## config.mk

```make
export PLATFORM = sky130hd
export DESIGN_NAME = freq_error_sampler
export DESIGN_NICKNAME = d
export VERILOG_FILES = /design/src/rtl/freq_error_sampler.sv
export SDC_FILE = /design/constraint.sdc
export NUM_CORES = 1
export LEC_CHECK = 0
export ABC_AREA = 0
export CAP_MARGIN = 10
export CORE_MARGIN = 3
export CORE_UTILIZATION = 50
export DETAILED_ROUTE_END_ITERATION = 8
export PLACE_DENSITY_LB_ADDON = 0.05
export SLEW_MARGIN = 20
export SYNTH_ARGS = -nofsm -noshare
export SYNTH_HDL_FRONTEND = slang
export SYNTH_SLANG_ARGS = --single-unit
```

## constraint.sdc

```tcl
create_clock -name clk -period 6.3 [get_ports clk]
set_clock_uncertainty 0.1 [all_clocks]
set_input_delay 1.26 -clock clk [delete_from_list [all_inputs] [get_ports clk]]
set_output_delay 1.26 -clock clk [all_outputs]
set_load 0.05 [all_outputs]
```

## src/rtl/freq_error_sampler.sv

```systemverilog
// freq_error_sampler: decimates the digitizer frequency word, averages a window
// of accepted samples and publishes signed error / change-of-error with a range
// fault flag over a valid/ready handshake.
// Optional build macro FREQ_SAMPLE_DEBOUNCE_EN: sample is captured on the tick
// and only accepted if freq is unchanged on the following cycle.
module freq_error_sampler #(
  parameter int unsigned SETPOINT = 50,
  parameter int unsigned TICK_DIV = 1000,
  parameter int unsigned AVG_LOG2 = 2,
  parameter int unsigned FREQ_MIN = 46,
  parameter int unsigned FREQ_MAX = 58
) (
  input  logic       clk,
  input  logic       rst_n,
  input  logic [7:0] freq,
  output logic [7:0] err_out,
  output logic [7:0] derr_out,
  output logic       out_valid,
  input  logic       out_ready,
  output logic       range_fault,
  output logic       sample_reject,
  output logic       overrun
);

  localparam int unsigned CNT_W     = (TICK_DIV > 2) ? $clog2(TICK_DIV) : 1;
  localparam int unsigned ACC_W     = 8 + AVG_LOG2;
  localparam int unsigned NCNT_W    = AVG_LOG2 + 1;
  localparam int unsigned N_SAMPLES = 2 ** AVG_LOG2;
  localparam logic [7:0]  FREQ_TOP  = 8'd99;

  typedef enum logic [1:0] {
    ST_ACCUM   = 2'd0,
    ST_CALC    = 2'd1,
    ST_PUBLISH = 2'd2
  } state_e;

  state_e            state_q, state_d;
  logic [CNT_W-1:0]  tick_cnt_q, tick_cnt_d;
  logic [ACC_W-1:0]  acc_q, acc_d;
  logic [NCNT_W-1:0] nacc_q, nacc_d;
  logic [7:0]        avg_q, avg_d;
  logic [7:0]        err_calc_q, err_calc_d;
  logic [7:0]        err_prev_q, err_prev_d;
  logic              first_q, first_d;
  logic [7:0]        err_out_q, err_out_d;
  logic [7:0]        derr_out_q, derr_out_d;
  logic              out_valid_q, out_valid_d;
  logic              range_fault_q, range_fault_d;
  logic              sample_reject_q, sample_reject_d;
  logic              overrun_q, overrun_d;

  logic              tick_c;
  logic              take_c;
  logic              reject_c;
  logic [7:0]        sample_c;
  logic [7:0]        avg_c;
  logic signed [8:0] err9_c;
  logic signed [8:0] derr9_c;
  logic              win_done_c;

  // Saturate a 9-bit signed value into the 8-bit signed range.
  function automatic logic [7:0] sat8(input logic signed [8:0] v);
    if (v > 9'sd127) begin
      return 8'h7F;
    end else if (v < -9'sd128) begin
      return 8'h80;
    end else begin
      return v[7:0];
    end
  endfunction

  // Sample tick divider.
  always_comb begin
    tick_c     = (tick_cnt_q == CNT_W'(TICK_DIV - 1));
    tick_cnt_d = tick_c ? '0 : tick_cnt_q + CNT_W'(1);
  end

`ifdef FREQ_SAMPLE_DEBOUNCE_EN
  logic [7:0] hold_q, hold_d;
  logic       hold_pend_q, hold_pend_d;

  // Capture on the tick, qualify against the live word one cycle later.
  always_comb begin
    hold_d      = hold_q;
    hold_pend_d = tick_c;
    if (tick_c) begin
      hold_d = freq;
    end
    take_c   = hold_pend_q && (hold_q == freq) && (hold_q <= FREQ_TOP);
    reject_c = hold_pend_q && !((hold_q == freq) && (hold_q <= FREQ_TOP));
    sample_c = hold_q;
  end

  // Debounce holding registers.
  always_ff @(posedge clk or negedge rst_n) begin
    if (!rst_n) begin
      hold_q      <= '0;
      hold_pend_q <= 1'b0;
    end else begin
      hold_q      <= hold_d;
      hold_pend_q <= hold_pend_d;
    end
  end
`else
  // Sample directly on the tick; out-of-range words are discarded.
  always_comb begin
    take_c   = tick_c && (freq <= FREQ_TOP);
    reject_c = tick_c && (freq > FREQ_TOP);
    sample_c = freq;
  end
`endif

  // Window arithmetic shared by the FSM.
  always_comb begin
    avg_c      = 8'(acc_q >> AVG_LOG2);
    err9_c     = $signed({1'b0, avg_c}) - $signed(9'(SETPOINT));
    derr9_c    = $signed({err_calc_q[7], err_calc_q}) - $signed({err_prev_q[7], err_prev_q});
    win_done_c = (nacc_q == NCNT_W'(N_SAMPLES - 1));
  end

  // FSM next state, accumulation and result publication.
  always_comb begin
    state_d         = state_q;
    acc_d           = acc_q;
    nacc_d          = nacc_q;
    avg_d           = avg_q;
    err_calc_d      = err_calc_q;
    err_prev_d      = err_prev_q;
    first_d         = first_q;
    err_out_d       = err_out_q;
    derr_out_d      = derr_out_q;
    range_fault_d   = range_fault_q;
    out_valid_d     = out_valid_q & ~out_ready;
    overrun_d       = 1'b0;
    sample_reject_d = reject_c;

    case (state_q)
      ST_ACCUM: begin
        if (take_c) begin
          acc_d  = acc_q + ACC_W'(sample_c);
          nacc_d = nacc_q + NCNT_W'(1);
          if (win_done_c) begin
            state_d = ST_CALC;
          end
        end
      end

      ST_CALC: begin
        avg_d      = avg_c;
        err_calc_d = sat8(err9_c);
        // Window restarts empty; a tick landing here seeds the fresh window.
        acc_d      = take_c ? ACC_W'(sample_c) : '0;
        nacc_d     = take_c ? NCNT_W'(1) : '0;
        state_d    = ST_PUBLISH;
      end

      ST_PUBLISH: begin
        state_d = ST_ACCUM;
        if (take_c) begin
          acc_d  = acc_q + ACC_W'(sample_c);
          nacc_d = nacc_q + NCNT_W'(1);
          if (win_done_c) begin
            state_d = ST_CALC;
          end
        end
        err_out_d     = err_calc_q;
        derr_out_d    = first_q ? 8'h00 : sat8(derr9_c);
        range_fault_d = (avg_q < 8'(FREQ_MIN)) || (avg_q > 8'(FREQ_MAX));
        err_prev_d    = err_calc_q;
        first_d       = 1'b0;
        out_valid_d   = 1'b1;
        // Unconsumed result being replaced; a same-cycle consume is not an overrun.
        overrun_d     = out_valid_q & ~out_ready;
      end

      default: begin
        state_d = ST_ACCUM;
      end
    endcase
  end

  // FSM state register.
  always_ff @(posedge clk or negedge rst_n) begin
    if (!rst_n) begin
      state_q <= ST_ACCUM;
    end else begin
      state_q <= state_d;
    end
  end

  // Datapath and output registers.
  always_ff @(posedge clk or negedge rst_n) begin
    if (!rst_n) begin
      tick_cnt_q      <= '0;
      acc_q           <= '0;
      nacc_q          <= '0;
      avg_q           <= '0;
      err_calc_q      <= '0;
      err_prev_q      <= '0;
      first_q         <= 1'b1;
      err_out_q       <= '0;
      derr_out_q      <= '0;
      out_valid_q     <= 1'b0;
      range_fault_q   <= 1'b0;
      sample_reject_q <= 1'b0;
      overrun_q       <= 1'b0;
    end else begin
      tick_cnt_q      <= tick_cnt_d;
      acc_q           <= acc_d;
      nacc_q          <= nacc_d;
      avg_q           <= avg_d;
      err_calc_q      <= err_calc_d;
      err_prev_q      <= err_prev_d;
      first_q         <= first_d;
      err_out_q       <= err_out_d;
      derr_out_q      <= derr_out_d;
      out_valid_q     <= out_valid_d;
      range_fault_q   <= range_fault_d;
      sample_reject_q <= sample_reject_d;
      overrun_q       <= overrun_d;
    end
  end

  assign err_out       = err_out_q;
  assign derr_out      = derr_out_q;
  assign out_valid     = out_valid_q;
  assign range_fault   = range_fault_q;
  assign sample_reject = sample_reject_q;
  assign overrun       = overrun_q;

endmodule

```

==> out/metrics.csv <==
metric,value,unit
cp.arrival,3.53,ns
fmax,298,MHz
clkLatencyLatePin,0.34,ns
grt_util_all_layers,17.8,%
synth_compound_area_share,16.9,%
status,"finished, final reports clean",
synthAdderAreaFrac,10.6,%
tightest_slew,0.813,ns
yosysSeqAreaShare,44.1,%
hold_path_class,reg -> reg,
worst_setup_path_end_kind,flop,
setup_slack,2.94,ns
final_cells,487,
tns,0,ns
ir_drop,0.132,mV
finalMaxSlewViolations,0,
antenna_left,0,
cts_resized,0,
numCtsBuffers,9,
pre_cts_slack,2.61,ns
synth.distinct_cells,61,
post-route-util,62.6,%
overflow,0,
hold_violations,0,
synth_xor_area_share,4.48,%
htree_levels,3,
vias,2628,
cts_tree,done,
syn_area,3520,um^2
portBuffers,30,
regToRegStartpoint,err_calc_q[0]$_DFFE_PN0N_,
grt_start_max_net_pins,63,
die_h,89.9,um
antenna_cells,0,
worstHoldStart,avg_q[5]$_DFFE_PN0N_,
start_kind,primary input,
pin_count,31,
hpwl,4.79,mm
cts.path.max_buffers,2,
dr.pass1.iters,4,
rr_worst_depth,10,
hold_ws,0.370,ns
antenna_found_initial,0,
grt_pass1_wl,11.8,mm
first_global_vias,2471,
dp_cells,471,
routedWlPerCell,14.0,um
cp_max_fo,3,
placementRows,29,
hold_depth,1,
drive_above_1_share,9.39,%
fp.dieW,89.9,um
cts.sinks,62,
avgSynthCellArea,9.83,um^2
cp.required,6.47,ns
nets,423,
rsz0062_at_grt,no,
timing.slew.headroom,45.6,%
synthSimpleGateAreaFrac,16.6,%
crit_type,in -> reg,
synth_seq_cells,62,
finalCritPeriodShare,53.3,%
vias_per_cell,5.40,
fillCellCount,563,
root_buffer,clkbuf_8,
synthCells,358,
drv_cap,0,
drc_errors,0,
p_leak,1.87,nW
syn_nets,392,
drt_iter0_drc,101,
synth_edf_count,0,
yosys_warnings,0,
syn_to_final_growth,16.9,%
wirelength,6.84,mm
synth_top_family_by_area,compound AO/OA/AOI/OAI gates,
core_area,6570,um^2
die_area,8080,um^2
setup_viol,0,
path_clk_slew,0.07,ns
async_flop_share,100,%
period_minus_slack,3.36,ns
crit_start,freq[0],
routabilityCongestion,0.846,
cts-hold-fix-buffers,0,
synth_flop_cell,dfrtp_1,
initial_core_util,53.6,%
post_cts_buffers,0,
power.density,200,nW/um^2
synthMuxAreaShare,3.38,%
==> final timing paths <==
kind,endpoint,slack [ns]
max,acc_q[6]$_DFFE_PN0P_,2.94
min,range_fault$_DFFE_PN0P_,0.37
max reg2reg,derr_out[6]$_DFFE_PN0P_,3.63
min reg2reg,range_fault$_DFFE_PN0P_,0.37
max in group asynchronous,acc_q[4]$_DFFE_PN0P_,4.59
min in group asynchronous,derr_out[4]$_DFFE_PN0P_,0.97
==> layout make-up <==
class,count,area (um^2),share of cell area (%)
Clock buffer,12,155,3.77
Clock inverter,4,70.1,1.70
Inverter,23,86.3,2.10
Multi-Input combinational cell,262,1830,44.5
Sequential cell,62,1550,37.8
Tap cell,93,116,2.83
Timing Repair Buffer,31,303,7.36
==> sequential cells by signal (all words and copies together) (netlist names) <==
name / flops
acc_q: 10
tick_cnt_q: 10
avg_q: 8
derr_out: 8
err_calc_q: 8
err_out: 8
nacc_q: 3
state_q: 2
first_q: 1
out_valid: 1
overrun: 1
range_fault: 1
sample_reject: 1
==> metrics by stage <==
step | power [mW] | instance area [um^2]
final | 0.823 | 4110
after detailed placement | 0.436 | 3890
after floorplan | 0.418 | 3520
after CTS | 0.831 | 4110
after global routing | 0.855 | 4110
after global placement | 0.436 | 3890
==> cell usage after synthesis, types with 3 or more instances <==
master / number / area (um^2)
dfrtp_1: 61 / 1530
nand2_1: 42 / 158
o21ai_0: 28 / 140
nor2_1: 24 / 90.1
inv_1: 22 / 82.6
ha_1: 21 / 263
a21oi_1: 16 / 80.1
xor2_1: 11 / 96.3
a31oi_1: 9 / 56.3
nand3_1: 9 / 45.0
maj3_1: 7 / 70.1
mux2_2: 7 / 78.8
nand2b_1: 7 / 43.8
xnor2_1: 7 / 61.3
clkbuf_1: 6 / 22.5
nor2b_1: 5 / 31.3
nor3_1: 5 / 25.0
a22oi_1: 4 / 30.0
mux2i_1: 4 / 40.0
or3_1: 4 / 25.0
a21o_1: 3 / 22.5
o211ai_1: 3 / 22.5
o21a_1: 3 / 22.5
==> per-layer routing <==
layer	vias up	share of wire, %	global-route usage (%)
met4	0	1.9	6.25
met5	-	0	0
met2	39	42	25.6
met1	1249	54	26.3
li1	1328	-	-
met3	12	2.8	4.26
==> kinds of logic after synthesis <==
family                   after synthesis
AO/OA/AOI/OAI                         89
XOR/XNOR                              18
adder cells (fa/ha/maj)               30
buffers and inverters                 34
flip-flops                            62
multiplexers                          11
AND/OR/NAND/NOR                      114
==> power by group <==
part | switching, mW | total (mW) | leakage [nW] | internal, mW
sequential | 0.0000000000000000150 | 0.398 | 0.828 | 0.398
combinational | 0.0177 | 0.0300 | 0.922 | 0.0123
clock | 0.152 | 0.395 | 0.116 | 0.243
total | 0.170 | 0.823 | 1.87 | 0.654
==> critical path, stage by stage <==
cell and delay, ns:
clkdlybuf4s50_1 0.48, ha_1 0.19, inv_1 0.06, fa_1 0.37
nor2b_1 0.20, o21a_1 0.15, o21ai_0 0.14, and3b_1 0.23
o41ai_1 0.30, o21a_1 0.14
==> cell usage in the layout, fill, tap and decap left out, types with 3 or more instances in the layout <==
master | synthesis | final
a21o_1 | 3 | 3
a21oi_1 | 16 | 16
a22oi_1 | 4 | 4
a31oi_1 | 9 | 9
clkbuf_8 | 0 | 11
clkdlybuf4s50_1 | 0 | 29
dfrtp_1 | 61 | 61
ha_1 | 21 | 21
inv_1 | 22 | 22
maj3_1 | 7 | 7
mux2_2 | 7 | 7
mux2i_1 | 4 | 4
nand2_1 | 42 | 42
nand2b_1 | 7 | 7
nand3_1 | 9 | 9
nor2_1 | 24 | 24
nor2b_1 | 5 | 5
nor3_1 | 5 | 5
o211ai_1 | 3 | 3
o21a_1 | 3 | 3
o21ai_0 | 28 | 28
or3_1 | 4 | 4
xnor2_1 | 7 | 7
xor2_1 | 11 | 11
Power figures use the tool's default switching activity.
